## config.mk

```make
export PLATFORM = sky130hd
export DESIGN_NAME = instr_mem_loader
export DESIGN_NICKNAME = d
export VERILOG_FILES = /design/src/rtl/instr_mem_loader_pkg.sv /design/src/rtl/loader_word_assembler.sv /design/src/rtl/instr_mem_loader.sv
export SDC_FILE = /design/constraint.sdc
export NUM_CORES = 1
export LEC_CHECK = 0
export ABC_AREA = 0
export ABC_CLOCK_PERIOD_IN_PS = 2250
export CAP_MARGIN = 20
export CORE_MARGIN = 2
export CORE_UTILIZATION = 45
export DETAILED_ROUTE_END_ITERATION = 10
export PLACE_DENSITY = 0.76
export SLEW_MARGIN = 15
export SYNTH_ARGS = -nofsm -noshare
export SYNTH_HDL_FRONTEND = slang
export SYNTH_SLANG_ARGS = --single-unit
```

## constraint.sdc

```tcl
create_clock -name clk -period 2.25 [get_ports clk]
set_input_delay 0.45 -clock clk [delete_from_list [all_inputs] [get_ports clk]]
set_output_delay 0.45 -clock clk [all_outputs]
set_load 0.1 [all_outputs]
```

## src/rtl/instr_mem_loader_pkg.sv

```systemverilog
// Shared definitions for the instruction memory loader: FSM encoding and word geometry.
// Latency: n/a (types and constants only).
// Backpressure: n/a.
package instr_mem_loader_pkg;

    typedef enum logic [2:0] {
        S_IDLE  = 3'd0,
        S_RECV  = 3'd1,
        S_WRITE = 3'd2,
        S_CHK   = 3'd3,
        S_DONE  = 3'd4,
        S_ERROR = 3'd5
    } state_t;

    localparam int BYTES_PER_WORD = 4;
    localparam int BCNT_W         = $clog2(BYTES_PER_WORD);

endpackage

```

## src/rtl/loader_word_assembler.sv

```systemverilog
// Packs a byte stream MSB-first into 32-bit words and flags the byte that completes a word.
// Latency: combinational word_dat/word_ready on the completing byte; 3 earlier bytes are registered.
// Backpressure: none of its own; it only shifts on byte_acc, which the caller gates.
module loader_word_assembler
    import instr_mem_loader_pkg::*;
(
    input  logic        clk,
    input  logic        rst_n,
    input  logic        clear,
    input  logic        byte_acc,
    input  logic [7:0]  byte_in,
    output logic        word_ready,
    output logic [31:0] word_dat
);

    logic [23:0]       shift_q;
    logic [BCNT_W-1:0] byte_cnt;

    always_ff @(posedge clk or negedge rst_n) begin
        if (!rst_n) begin
            shift_q  <= '0;
            byte_cnt <= '0;
        end else if (clear) begin
            shift_q  <= '0;
            byte_cnt <= '0;
        end else if (byte_acc) begin
            shift_q  <= {shift_q[15:0], byte_in};
            // Wraps back to 0 after the fourth byte, ready for the next word.
            byte_cnt <= byte_cnt + BCNT_W'(1);
        end
    end

    assign word_ready = byte_acc && (byte_cnt == BCNT_W'(BYTES_PER_WORD - 1));
    assign word_dat   = {shift_q, byte_in};

endmodule

```

## src/rtl/instr_mem_loader.sv

```systemverilog
// Loads a program byte stream into instruction memory as big-endian words at 0,4,8,...; optional checksum via LOADER_CHECKSUM_EN.
// Latency: 4 accepted bytes + 1 write cycle per word (5 cycles/word with byte_valid held high).
// Backpressure: byte_ready only in RECV (and CHK); the fetch stage is stalled while busy.
module instr_mem_loader
    import instr_mem_loader_pkg::*;
#(
    parameter int WIDTH = 32,
    parameter int DEPTH = 100,
    parameter int CNT_W = 7
) (
    input  logic             clk,
    input  logic             rst_n,
    input  logic             start,
    input  logic [CNT_W-1:0] load_len,
    input  logic [7:0]       byte_in,
    input  logic             byte_valid,
    output logic             byte_ready,
    output logic             mem_we,
    output logic [WIDTH-1:0] mem_addr,
    output logic [WIDTH-1:0] mem_wdata,
    output logic             busy,
    output logic             cpu_stall,
    output logic             done,
    output logic             len_err,
    output logic             chk_err
);

    localparam logic [CNT_W-1:0] DEPTH_C = CNT_W'(DEPTH);

    state_t           state_q, state_d;
    logic [CNT_W-1:0] word_idx, len_q;
    logic             start_acc, byte_acc, word_ready, last_word;
    logic [31:0]      word_dat;

    assign start_acc = start && (state_q == S_IDLE || state_q == S_DONE || state_q == S_ERROR);
    assign byte_acc  = byte_valid && byte_ready;
    assign last_word = (word_idx == len_q - CNT_W'(1));

    loader_word_assembler u_asm (
        .clk        (clk),
        .rst_n      (rst_n),
        .clear      (start_acc),
        .byte_acc   (byte_acc && state_q == S_RECV),
        .byte_in    (byte_in),
        .word_ready (word_ready),
        .word_dat   (word_dat)
    );

    always_ff @(posedge clk or negedge rst_n) begin
        if (!rst_n) begin
            state_q   <= S_IDLE;
            word_idx  <= '0;
            len_q     <= '0;
            mem_addr  <= '0;
            mem_wdata <= '0;
        end else begin
            state_q <= state_d;
            if (start_acc) begin
                word_idx <= '0;
                len_q    <= load_len;
            end
            // Address/data are captured on the completing byte so they are stable through WRITE.
            if (state_q == S_RECV && word_ready) begin
                mem_addr  <= WIDTH'({word_idx, 2'b00});
                mem_wdata <= WIDTH'(word_dat);
            end
            if (state_q == S_WRITE && !last_word)
                word_idx <= word_idx + CNT_W'(1);
        end
    end

    always_comb begin
        state_d    = state_q;
        byte_ready = 1'b0;
        mem_we     = 1'b0;
        busy       = 1'b0;
        case (state_q)
            S_IDLE, S_DONE, S_ERROR: begin
                if (start) begin
                    if (load_len > DEPTH_C)
                        state_d = S_ERROR;
                    else if (load_len == '0)
`ifdef LOADER_CHECKSUM_EN
                        state_d = S_CHK;
`else
                        state_d = S_DONE;
`endif
                    else
                        state_d = S_RECV;
                end
            end
            S_RECV: begin
                byte_ready = 1'b1;
                busy       = 1'b1;
                if (word_ready)
                    state_d = S_WRITE;
            end
            S_WRITE: begin
                mem_we = 1'b1;
                busy   = 1'b1;
                if (last_word)
`ifdef LOADER_CHECKSUM_EN
                    state_d = S_CHK;
`else
                    state_d = S_DONE;
`endif
                else
                    state_d = S_RECV;
            end
`ifdef LOADER_CHECKSUM_EN
            S_CHK: begin
                byte_ready = 1'b1;
                busy       = 1'b1;
                if (byte_valid)
                    state_d = S_DONE;
            end
`endif
            default: state_d = S_IDLE;
        endcase
    end

    assign cpu_stall = busy;
    assign done      = (state_q == S_DONE);
    assign len_err   = (state_q == S_ERROR);

`ifdef LOADER_CHECKSUM_EN
    logic [7:0] sum_q;
    logic       chk_err_q;

    always_ff @(posedge clk or negedge rst_n) begin
        if (!rst_n) begin
            sum_q     <= '0;
            chk_err_q <= 1'b0;
        end else if (start_acc) begin
            sum_q     <= '0;
            chk_err_q <= 1'b0;
        end else if (byte_acc && state_q == S_RECV) begin
            sum_q <= sum_q + byte_in;
        end else if (byte_acc && state_q == S_CHK) begin
            chk_err_q <= (byte_in != sum_q);
        end
    end

    assign chk_err = chk_err_q;
`else
    assign chk_err = 1'b0;
`endif

endmodule

```

==> impl_results.md, run 1 <==
* Status: finished, final reports clean
* Top_reg_cell synth: dfrtp_1
* Slowest cell on crit path: dfrtp_1
* Hold Crit Class: in -> async
* Final worst path period share at 0.955
* Post-synthesis cell count at ~350
* Initial antenna violation count at 0
* Layout fillers at 670
* Ys async rst share at 1.00
* EDFF count, synth at 0
* Worst EP required at approximately 2500 ps
* Crit path depth at 9
* Final setup skew at roughly 6.5 ps
* Die area at ~9100 um^2
* CP max stage delay at 380 ps
* Endpoints failing hold at 0
* Max Cap Viol at 0
* Critical path's top delay family: compound AO/OA/AOI/OAI gates
* FF+latch count, synth at slightly above 80
* Detailed Route Iter0 Violations at about 160
* Initial Utilization at 0.460
* Slew @ Worst Pin at between 500 and 600 ps
* Nets at 436
* Placed cell area at roughly 4400 um^2
* Finished layout cell area at around 4600 um^2
* Yosys cell types at 40
* Die Width at around 95 um
* Critical path arrival at about 2400 ps
* FMAX at between 400 and 500 MHz
* CP Launch Point: len_q[1]
* Reg2Reg Launch Point: len_q[1]
* Fin cells at 523
* Clk slew on worst S/H paths at around 80 ps
* Clk_lat worst skew at about 350 ps
* Worst r2r dst: word_idx[6]
* Final setup violation count at 0
* Setup ws final at 102 ps
* Rel. slew slack at 0.620
* Most frequent cells in the layout: dfrtp_1 (82), nand2_1 (77), buf_4 (50), mux2_2 (39), conb_1 (26)
* I/O pins at 90
* First drt pass iteration count at 4
* Dpl cells at between 500 and 600
* Area of the multi-input gates at between 1500 and 2000 um^2
* Area grow syn2layout at 23.7%
* Via/cell ratio at approximately 5
* Detail Placement HPWL at just over 5000 um
* Antenna viol nets, final at 0
* Total Wirelength at roughly 7400 um
* Final Wtd Congestion at a little under 0.8
* CP cell instances: inv_2 -> ha_4 -> nand2b_1 -> o211a_1 -> o31a_1 -> o31ai_4 -> buf_6 -> nor3_1 -> a311o_1
* Share of cells above drive strength 1 at 0.304
* GRT Residual Overflow at 0
* First-pass GRT wire length at between 10000 and 15000 um
* Die Span Y at 95.2 um
* Pre-CTS WS at -7.61 ps
* FF+latch area at 2050 um^2
* Max-slew violations at 0
* Mean Syn Cell Area at 10.8 um^2
* # rows at 33
* WP buf/inv at 2
* Pin count of the biggest net entering global routing at 44
* Util after Layout at 0.569
* Critical path endpoint: word_idx[6]
* Final Critical Period at around 2100 ps
* Antenna cell count at 0
* Total CTS buffers at 9
* Gr usage total at 0.182
* Commonest non-fill, non-tap cell in the layout: dfrtp_1
* Vias at ~2.6k
* Setup crit end kind: flip-flop
* Wire per inst at roughly 14 um
* Vias in the first global route at roughly 2.7k
* RSZ-0062 raised after global routing: false
* CTS tree: built
* IO buf count at between 60 and 70
* Worst R2R Setup Slack at approximately 100 ps
* Crit-path max FO at 8
* Clock Tree Root: clkbuf_8
* DRC violations left at 0
* Cts hold-fix bufs at 0
* Htree depth at 3
* CTS Sinks at 82
* Critical path type: reg -> reg
* Post-synthesis sequential area ratio at 0.549
* Post-Syn Area at 3740 um^2
* Core area at 8130 um^2
* Crit start category: flip-flop
* CTS Buffer Depth at 2
* Reg2reg path depth at 9
* Synth warn at 0
-- cell usage after synthesis, types with 4 or more instances --
| cell | instances | share of area |
|---|---|---|
| dfrtp_1 | 82 | 0.55 |
| nand3_1 | 20 | 0.027 |
| o21ai_0 | 5 | 0.0067 |
| nand2_1 | 77 | 0.077 |
| xor2_1 | 6 | 0.014 |
| a21oi_1 | 16 | 0.021 |
| clkbuf_1 | 11 | 0.011 |
| mux2_2 | 39 | 0.12 |
| buf_4 | 27 | 0.054 |
| inv_1 | 4 | 0.0040 |
| buf_2 | 5 | 0.0067 |
| nor2_1 | 7 | 0.0070 |
| nor3_1 | 8 | 0.011 |
-- cell type report --
class                   instances  share of cell area
flip-flops and latches         82               0.444
multi-input cells             241               0.328
repair buffers                 76               0.155
clock buffers                  10              0.0298
well taps                     105              0.0284
clock inverters                 5              0.0116
inverters                       4             0.00325
-- routing by layer --
| metal | part of all wire | GRT usage | up-vias |
|---|---|---|---|
| met5 | 0 | 0 | - |
| met4 | 0.010 | 0.0797 | 0 |
| met3 | 0.060 | 0.0443 | 8 |
| met2 | 0.48 | 0.295 | 85 |
| met1 | 0.45 | 0.233 | 1248 |
| li1 | - | - | 1262 |
-- through the flow --
stage                     hold slack (ps)  TNS, ps
after CTS                            99.4        0
after floorplan                       154     -583
after global placement                480        0
after detailed placement              488    -13.3
final                                91.2        0
after global routing                  126        0
-- what timing repair did --
| item | 4_1_cts | 5_1_grt |
|---|---|---|
| pin swaps | 1 | 0 |
| resized for setup | 0 | 5 |
| buffers inserted | 2 | 0 |
| endpoints found under the setup margin | 4 | 6 |
-- cells by family (layout without fill, tap and decap cells) --
kind of cell / Yosys count / after routing / share of synthesized area
fa+ha+maj: 3 / 3 / 0.0100
mux: 40 / 40 / 0.120
buf+inv: 49 / 95 / 0.0820
other cells: 1 / 26 / 0.00100
xor+xnor: 9 / 9 / 0.0211
flops: 82 / 82 / 0.549
compound gates: 35 / 35 / 0.0659
simple gates: 128 / 128 / 0.151
-- state kept, by name, indices dropped and copies added, names as in the netlist --
name,count
u_asm.byte_cnt,2
state_q,3
word_idx,7
mem_wdata,32
len_q,7
mem_addr,7
u_asm.shift_q,24
-- worst min path at each step --
stage	endpoint	start	cells past startpoint
6_report	len_q[3]	rst_n	1
4_1_cts	u_asm.shift_q[8]	rst_n	1
3_3_place_gp	len_q[3]	rst_n	1
2_1_floorplan	len_q[0]	rst_n	0
5_1_grt	word_idx[3]	rst_n	1
3_5_place_dp	len_q[3]	rst_n	1
Power of run 1 is not shown: default switching activity piles up to over one toggle a cycle in this logic, so the estimate is an artifact.
==> run 2: changes to the inputs <==
Settings changed: CORE_ASPECT_RATIO set to 0.9.
==> run 2 against run 1 <==
Compared with the run above:
- hold slack worse by 52 ps
- first-iteration DRC count up 53%
- wire length up 3.0%
- critical path type unchanged
- maximum frequency down 0.33%
- largest cell class unchanged
==> impl_results.md, run 2 (synthesis gave the netlist of run 1 again) <==
* Final Critical Period at 2160 ps
* Gr usage total at 0.175
* Core area at 8070 um^2
* Clk_lat worst skew at approximately 350 ps
* Wire per inst at 14.7 um
* Setup crit end kind: flip-flop
* Hold Crit Class: in -> async
* Worst R2R Setup Slack at 90 ps
* Initial Utilization at 0.463
* Fin Hold WS at 39.3 ps
* Most frequent cells in the layout: dfrtp_1 (82), nand2_1 (77), buf_4 (51), mux2_2 (39), conb_1 (26)
* Crit start category: flip-flop
* Max reg flops at 32
* Clk slew on worst S/H paths at roughly 80 ps
* Critical path arrival at 2390 ps
* Vias at 2670
* First drt pass iteration count at 4
* Worst EP required at 2490 ps
* DRC violations left at 0
* Max-slew violations at 0
* Vias in the first global route at roughly 2.5k
* Reg2reg path depth at 9
* Max Cap Viol at 0
* Status: finished, final reports clean
* Die area at slightly above 9000 um^2
* CTS Buffer Depth at 2
* Endpoints failing hold at 0
* Area grow syn2layout at 25.1%
* Cts hold-fix bufs at 0
* Clock Tree Root: clkbuf_8
* Die Width at 100 um
* First-pass GRT wire length at roughly 12000 um
* I/O pins at 90
* Antenna viol nets, final at 0
* Pin count of the biggest net entering global routing at 50
* CTS tree: built
* Setup TNS Final at 0 ps
* Htree depth at 3
* # rows at 31
* Commonest non-fill, non-tap cell in the layout: dfrtp_1
* Final setup violation count at 0
* FMAX at between 400 and 500 MHz
* Initial antenna violation count at 0
* Final setup skew at ~9.1 ps
* Dpl cells at approximately 500
* GRT Residual Overflow at 0
* Nets at around 440
* Die Span Y at 90.5 um
* Crit-path max FO at 5
* Share of cells above drive strength 1 at 0.304
* CTS Sinks at between 80 and 90
* Fin cells at between 500 and 600
* Via/cell ratio at approximately 5
* Largest reg by FF count: mem_wdata
* Final Wtd Congestion at ~0.86
* Largest registers: mem_wdata (32), u_asm.shift_q (24)
* Antenna cell count at 0
* Total Wirelength at approximately 7600 um
* IO buf count at 63
* Final worst path period share at 0.958
* Util after Layout at 0.580
* Total CTS buffers at 9
* Detailed Route Iter0 Violations at 250
* Detail Placement HPWL at 5240 um
* Critical path type: reg -> reg
[run 2: per-layer routing]
metal	GRT usage	routed length, um
met4	0.0594	135
met1	0.244	3430
met2	0.265	3660
met5	0	0
met3	0.0480	423
[run 2: area by class of cell]
class,instances,area (um^2)
tap,99,124
clock buffer,10,128
inverter,4,15.0
multi-input combinational,241,1520
fill,663,3390
sequential,82,2050
clock inverter,6,90.1
timing repair buffer,78,744
[run 2: worst max-delay path, cell delays in order, from the launching register on]
cell and delay, ps:
dfrtp_1 410, inv_1 130, ha_4 160, nand2_1 60
o211a_1 200, o31a_1 320, o31ai_4 220, buf_4 160
nor3_1 50, a311o_1 330
[run 2: through the flow]
step                      area (um^2)  setup WS [ps]
after floorplan                  3870           -408
after global placement           4400           61.7
after detailed placement         4400          -51.8
after CTS                        4640           22.6
after global routing             4680          -5.99
final                            4680           94.5
[run 2: repair_timing]
action                     CTS  global route
setup endpoints to repair    4             8
pin swaps                    1             1
gates resized for setup      0             4
buffers inserted             3             2
[run 2: path summary, 6_finish.rpt]
check	startpoint	end
setup / recovery	len_q[1]	word_idx[6]
hold / removal	rst_n	word_idx[0]
setup reg to reg	len_q[1]	word_idx[6]
hold reg to reg	u_asm.shift_q[15]	u_asm.shift_q[23]
max in group asynchronous	rst_n	u_asm.shift_q[0]
min in group clk	u_asm.shift_q[15]	u_asm.shift_q[23]
Power of run 2 is left out for the same reason.
==> run 3: changes to the inputs <==
Settings changed: HOLD_SLACK_MARGIN set to 0.05.
==> results of run 3 <==
Same layout as run 2: the final DEF is identical, and so are final timing and power.
Power of run 3 is left out for the same reason.
